## src/rtl/RouterPkg.sv

```systemverilog
// Shared router types: packet format, output-queue state encoding, port/queue sizing.
// Latency: n/a (types only). Backpressure: n/a.
package RouterPkg;

    localparam int PORT_COUNT  = 4;
    localparam int QUEUE_DEPTH = 4;

    typedef struct packed {
        logic [1:0]  dest;
        logic [7:0]  seq;
        logic [31:0] data;
    } pkt_t;

    typedef enum logic [1:0] {
        EMPTY  = 2'd0,
        ACTIVE = 2'd1,
        FULL   = 2'd2
    } q_state_e;

    function automatic logic is_pow2(input int n);
        return (n >= 2) && ((n & (n - 1)) == 0);
    endfunction

endpackage

```

## src/rtl/pkt_fifo_mem.sv

```systemverilog
// Packet storage ring with read/write pointers; write on clock edge, read is combinational.
// Latency: written entry readable the cycle after the write. Backpressure: none, caller gates enables.
module pkt_fifo_mem
    import RouterPkg::*;
#(
    parameter int DEPTH = QUEUE_DEPTH
) (
    input  logic clock,
    input  logic reset_n,
    input  logic i_wr_en,
    input  pkt_t i_wr_pkt,
    input  logic i_rd_en,
    output pkt_t o_rd_pkt
);

    localparam int AW = $clog2(DEPTH);

    pkt_t           r_mem [DEPTH];
    logic [AW-1:0]  r_wr_ptr;
    logic [AW-1:0]  r_rd_ptr;

    // DEPTH is a power of two, so the natural pointer overflow is the wrap.
    always_ff @(posedge clock or negedge reset_n) begin
        if (!reset_n) begin
            r_wr_ptr <= '0;
            r_rd_ptr <= '0;
        end else begin
            if (i_wr_en) r_wr_ptr <= r_wr_ptr + AW'(1);
            if (i_rd_en) r_rd_ptr <= r_rd_ptr + AW'(1);
        end
    end

    always_ff @(posedge clock) begin
        if (i_wr_en) r_mem[r_wr_ptr] <= i_wr_pkt;
    end

    assign o_rd_pkt = r_mem[r_rd_ptr];

endmodule

```

## src/rtl/out_port_queue.sv

```systemverilog
// Per-output-lane packet queue (first-word fall-through) with overflow drop counter.
// Latency: push to out_valid one cycle. Backpressure: in_ready low when full; offers while full are dropped and counted.
module out_port_queue
    import RouterPkg::*;
#(
    parameter int DEPTH   = QUEUE_DEPTH,
    parameter int PORT_ID = 0
) (
    input  logic                   clock,
    input  logic                   reset_n,
    input  pkt_t                   in_pkt,
    input  logic                   in_valid,
    output logic                   in_ready,
    output pkt_t                   out_pkt,
    output logic                   out_valid,
    input  logic                   out_ready,
    output logic [$clog2(DEPTH):0] count,
    output logic [7:0]             drop_count
);

    localparam int CW = $clog2(DEPTH) + 1;

    if (!is_pow2(DEPTH) || (PORT_ID < 0) || (PORT_ID >= PORT_COUNT)) begin : g_param_check
        $error("out_port_queue: DEPTH must be a power of two >= 2 and PORT_ID in 0..3");
    end

    q_state_e       r_state;
    q_state_e       w_state_nxt;
    logic [CW-1:0]  r_count;
    logic [CW-1:0]  w_count_nxt;
    logic [7:0]     r_drop_count;
    logic           w_push;
    logic           w_pop;
    logic           w_drop;
    pkt_t           w_head;

    // Handshakes decode from the registered state only, so out_ready never reaches in_ready.
    assign in_ready  = (r_state != FULL);
    assign out_valid = (r_state != EMPTY);

    assign w_push = in_valid && in_ready;
    assign w_pop  = out_valid && out_ready;
    assign w_drop = in_valid && !in_ready;

    always_comb begin
        w_count_nxt = r_count;
        case ({w_push, w_pop})
            2'b10:   w_count_nxt = r_count + CW'(1);
            2'b01:   w_count_nxt = r_count - CW'(1);
            default: w_count_nxt = r_count;
        endcase
    end

    always_comb begin
        w_state_nxt = r_state;
        case (r_state)
            EMPTY: begin
                if (w_push) w_state_nxt = ACTIVE;
            end
            ACTIVE: begin
                if (w_count_nxt == CW'(DEPTH)) w_state_nxt = FULL;
                else if (w_count_nxt == '0)    w_state_nxt = EMPTY;
            end
            FULL: begin
                if (w_pop) w_state_nxt = ACTIVE;
            end
            default: w_state_nxt = EMPTY;
        endcase
    end

    always_ff @(posedge clock or negedge reset_n) begin
        if (!reset_n) begin
            r_state <= EMPTY;
            r_count <= '0;
        end else begin
            r_state <= w_state_nxt;
            r_count <= w_count_nxt;
        end
    end

    always_ff @(posedge clock or negedge reset_n) begin
        if (!reset_n) begin
            r_drop_count <= '0;
        end else if (w_drop && (r_drop_count != 8'hFF)) begin
            r_drop_count <= r_drop_count + 8'd1;
        end
    end

    pkt_fifo_mem #(
        .DEPTH    (DEPTH)
    ) u_mem (
        .clock    (clock),
        .reset_n  (reset_n),
        .i_wr_en  (w_push),
        .i_wr_pkt (in_pkt),
        .i_rd_en  (w_pop),
        .o_rd_pkt (w_head)
    );

    assign out_pkt    = out_valid ? w_head : '0;
    assign count      = r_count;
    assign drop_count = r_drop_count;

endmodule

```

## config.mk

```make
export PLATFORM = sky130hd
export DESIGN_NAME = out_port_queue
export DESIGN_NICKNAME = d
export VERILOG_FILES = /design/src/rtl/RouterPkg.sv /design/src/rtl/pkt_fifo_mem.sv /design/src/rtl/out_port_queue.sv
export SDC_FILE = /design/constraint.sdc
export NUM_CORES = 1
export LEC_CHECK = 0
export CORE_MARGIN = 3
export CORE_UTILIZATION = 49
export CTS_CLUSTER_DIAMETER = 80
export DETAILED_ROUTE_END_ITERATION = 10
export PLACE_DENSITY = 0.86
export SLEW_MARGIN = 5
export SYNTH_ARGS = -nofsm -noshare
export SYNTH_HDL_FRONTEND = slang
export SYNTH_SLANG_ARGS = --single-unit
```

## constraint.sdc

```tcl
create_clock -name clock -period 2.48 [get_ports clock]
set_input_delay 0.496 -clock clock [delete_from_list [all_inputs] [get_ports clock]]
set_output_delay 0.496 -clock clock [all_outputs]
set_load 0.1 [all_outputs]
```

==> impl_summary.md <==
Timing
The maximum clock frequency is 396.1 MHz. Setup violations remaining at the end of the flow were counted as 19. In this run the tightest slew margin relative to its limit is 72.67%. Setup repair after global routing could not meet its margin everywhere.

The final critical-path setup slack is -44.33 ps. The max-slew violation total from the final report came to 0. The number of endpoints with negative hold slack in the final report is 0. The portion of the clock cycle consumed by the worst path in the final layout is 101.8%. The worst hold margin is 362.0 ps.

The routed design could run at a clock period as short as 2524 ps. For the pin with the worst max-slew slack, the measured transition is 409.9 ps. The worst clock skew is 8.219 ps.

Route
In the final routed layout, each cell accounts on average for 21.40 um. Using the TritonRoute via totals, the vias-per-cell ratio works out to 5.576. For this block, the initial DRC count from the detailed router was 227. Summed over all layers, the routed wires come to 14570 um. The count of vias placed by the detailed router is 3797. After detailed routing, the number of remaining DRC violations is 0. The antenna violation net count after detailed routing is 0.

Before antenna repair, the detailed router went through 5 iterations.

Worst setup path
The worst setup path is launched from a register. By startpoint and endpoint, the worst setup path is classified as reg -> out. The data required time at the worst endpoint is 1980 ps. The data arrival time of the critical path is 2030 ps. The endpoint kind of the worst setup timing path is an output pin.

The top fanout value on the critical path is 9.

Synthesis
The gate count of the mapped netlist is 351. For this run, the register share of the synthesized area comes to 75.30%. The leading area contributor after synthesis is edfxtp_1. The synthesized cell area is 7264 um^2. The Yosys step of the flow raised 0 warnings. The number of different library cells used by synthesis comes to 28.

Counting every net in the synthesized netlist gives 404. The flop and latch count out of synthesis is 185. The area share of the leading cell type in the synthesized netlist is 69.45%.

Sorting the synthesized cells by area gives the leading types as edfxtp_1 69%, mux4_2 12%, dfrtp_1 5.9%. Dividing the synthesized area by the synthesized cell count gives 20.70 um^2.

CTS
For this design, the CTS-stage hold fixing added 0 buffers. The number of buffers created by CTS is 17. The clock drives 185 sinks. The buffer levels on the longest clock path is 2. After clock tree synthesis, the clock-pin slew on the worst setup and hold paths is 60 ps. The cell at the root of the clock tree is clkbuf_16.

The number of H-tree branching levels is 4. TritonCTS built the clock tree. The later pin in the worst-skew pair is clocked with a latency of 430 ps.

Final layout
The repair_antennas step left the layout with diodes totalling 0. Compared with the post-synthesis result, the final layout area differs by 36.91%. The number of nets in the layout is 541.

The post-route netlist has 42.91% of its cells at a drive strength greater than 1. The final instance count without filler cells is 681.

Floorplanning
From bottom edge to top edge, the die measures 127.8 um. Once the floorplan was initialized, standard cells occupied 51.15% of the core. The number of cell rows is 43.

In this run the horizontal extent of the chip is 127.8 um. 101 I/O pins were placed. The die footprint is 16320 um^2. The placeable core region is 14200 um^2.

Place
The weighted congestion reported at the end of routability-driven placement is 0.7702. After detailed placement, the design holds a cell count of 638. In this run the tool buffered the top-level ports with 100 buffer cells. The half-perimeter wire length after detailed placement is 9005 um.

Global route
The initial antenna violation count is 1. Entering global routing, the biggest net connects 44 pins. The total congestion overflow is 0. The via count of the first global-routing pass is 4097.

The first global-routing pass estimated 22650 um of wire. The all-layer global routing usage is 18.82%.

Flow run
The max-capacitance violation count is 0.

Outcome
The checks that failed: setup timing. The flow ran to the end, but the final reports show violations.

Worst hold path
The path class of the tightest hold or removal check is in -> async.
==> placed cells by master (no fill, tap or decap), types with 2 or more instances in the layout <==
cell,instances
a31o_2,2
and2_1,3
and2_4,40
and3_2,4
and3b_1,2
buf_12,52
buf_4,31
buf_6,3
bufinv_16,4
clkbuf_16,18
clkdlybuf4s50_1,45
clkinv_4,2
clkinvlp_4,2
dfrtp_1,14
dfrtp_2,2
edfxtp_1,168
ha_1,6
inv_1,7
inv_6,6
mux2_2,5
mux4_1,3
mux4_2,39
nand2_1,7
nand3_1,4
nand4_1,2
nor2_1,7
nor3_1,2
xnor2_1,4
xor2_1,6
==> metrics by stage <==
stage	util, %	cell area, um^2	TNS (ps)	worst slack [ps]
after floorplan	-	7284	0	80.35
after global placement	63.97	9086	-24.22	-24.22
after detailed placement	63.97	9086	-150.5	-150.5
after CTS	69.70	9899	-1201	-81.85
after global routing	70.02	9946	-2906	-109.9
final	70.02	9946	-305.0	-44.33
==> cell type report <==
cell class                 count  area (um^2)
clock buffer                  17        425.4
clock inverter                15        210.2
fill                         875         4258
inverter                       7        26.28
multi-input combinational    144         1784
sequential                   185         5477
tap                          180        225.2
timing repair buffer         133         1798
==> logic make-up after synthesis <==
logic type                 Yosys count  share of synthesized area [%]
adders and majority gates            7                          1.309
DFF                                185                          75.30
xor gates and xnor gates            10                          1.206
muxes                               48                          14.14
and+or+nand+nor                     74                          5.856
AOI/OAI and AO/OA                    5                         0.4650
buffers and inverters               22                          1.722
==> sequential cells by signal (all words and copies together), names as in the netlist <==
name,cells
r_state,2
u_mem.r_wr_ptr,2
u_mem.r_rd_ptr,2
u_mem.r_mem,168
drop_count,8
count,3
==> final timing paths <==
| kind | start | end | slack (ps) | depth (start not counted) |
|---|---|---|---|---|
| setup / recovery | u_mem.r_rd_ptr[0]$_DFFE_PN0P_ | out_pkt[40] | -40 | 5 |
| hold / removal | reset_n | drop_count[4]$_DFFE_PN0P_ | 360 | 1 |
| setup reg to reg | r_state[0]$_DFFE_PN0P_ | r_state[1]$_DFFE_PN0P_ | 90 | 9 |
| hold reg to reg | count[0]$_DFF_PN0_ | count[0]$_DFF_PN0_ | 530 | 1 |
| max in group asynchronous | reset_n | r_state[0]$_DFFE_PN0P_ | 1640 | 2 |
| min in group clock | count[0]$_DFF_PN0_ | count[0]$_DFF_PN0_ | 530 | 1 |
==> routing by layer <==
metal / part of all wire [%] / up-vias / GRT usage, %
met1: 40 / 1980 / 23.30
met4: 1.3 / 2 / 5.805
met2: 53 / 126 / 31.58
li1: - / 1667 / -
met3: 6.3 / 22 / 6.417
met5: 0.062 / - / 0
==> cell usage after synthesis <==
cell	number
xor2_1	6
or2_1	1
nor2_1	7
nand2b_1	2
buf_6	5
nor3_1	2
mux2_2	5
clkbuf_1	6
a31oi_1	1
nand3_1	4
nand2_1	7
o21ai_0	1
and2_1	43
o21ai_1	1
buf_2	4
mux2i_1	1
ha_1	6
dfrtp_1	17
mux4_1	4
fa_1	1
and3b_1	2
inv_1	7
nand4_1	2
xnor2_1	4
mux4_2	38
and3_1	4
a31o_2	2
edfxtp_1	168
==> timing repair <==
| action | 4_1_cts | 5_1_grt |
|---|---|---|
| setup endpoints to repair | 42 | 43 |
| gates resized for setup | 41 | 7 |
| gates cloned | 0 | 1 |
| buffers inserted | 9 | 1 |
==> worst max-delay path, stage by stage (launching register included) <==
cell     delay (ps)
dfrtp_4         440
buf_12          150
buf_12          150
mux4_2          520
and2_4          190
buf_12          160
Power is not shown: default switching activity piles up to over one toggle a cycle in this logic, so the estimate is an artifact.
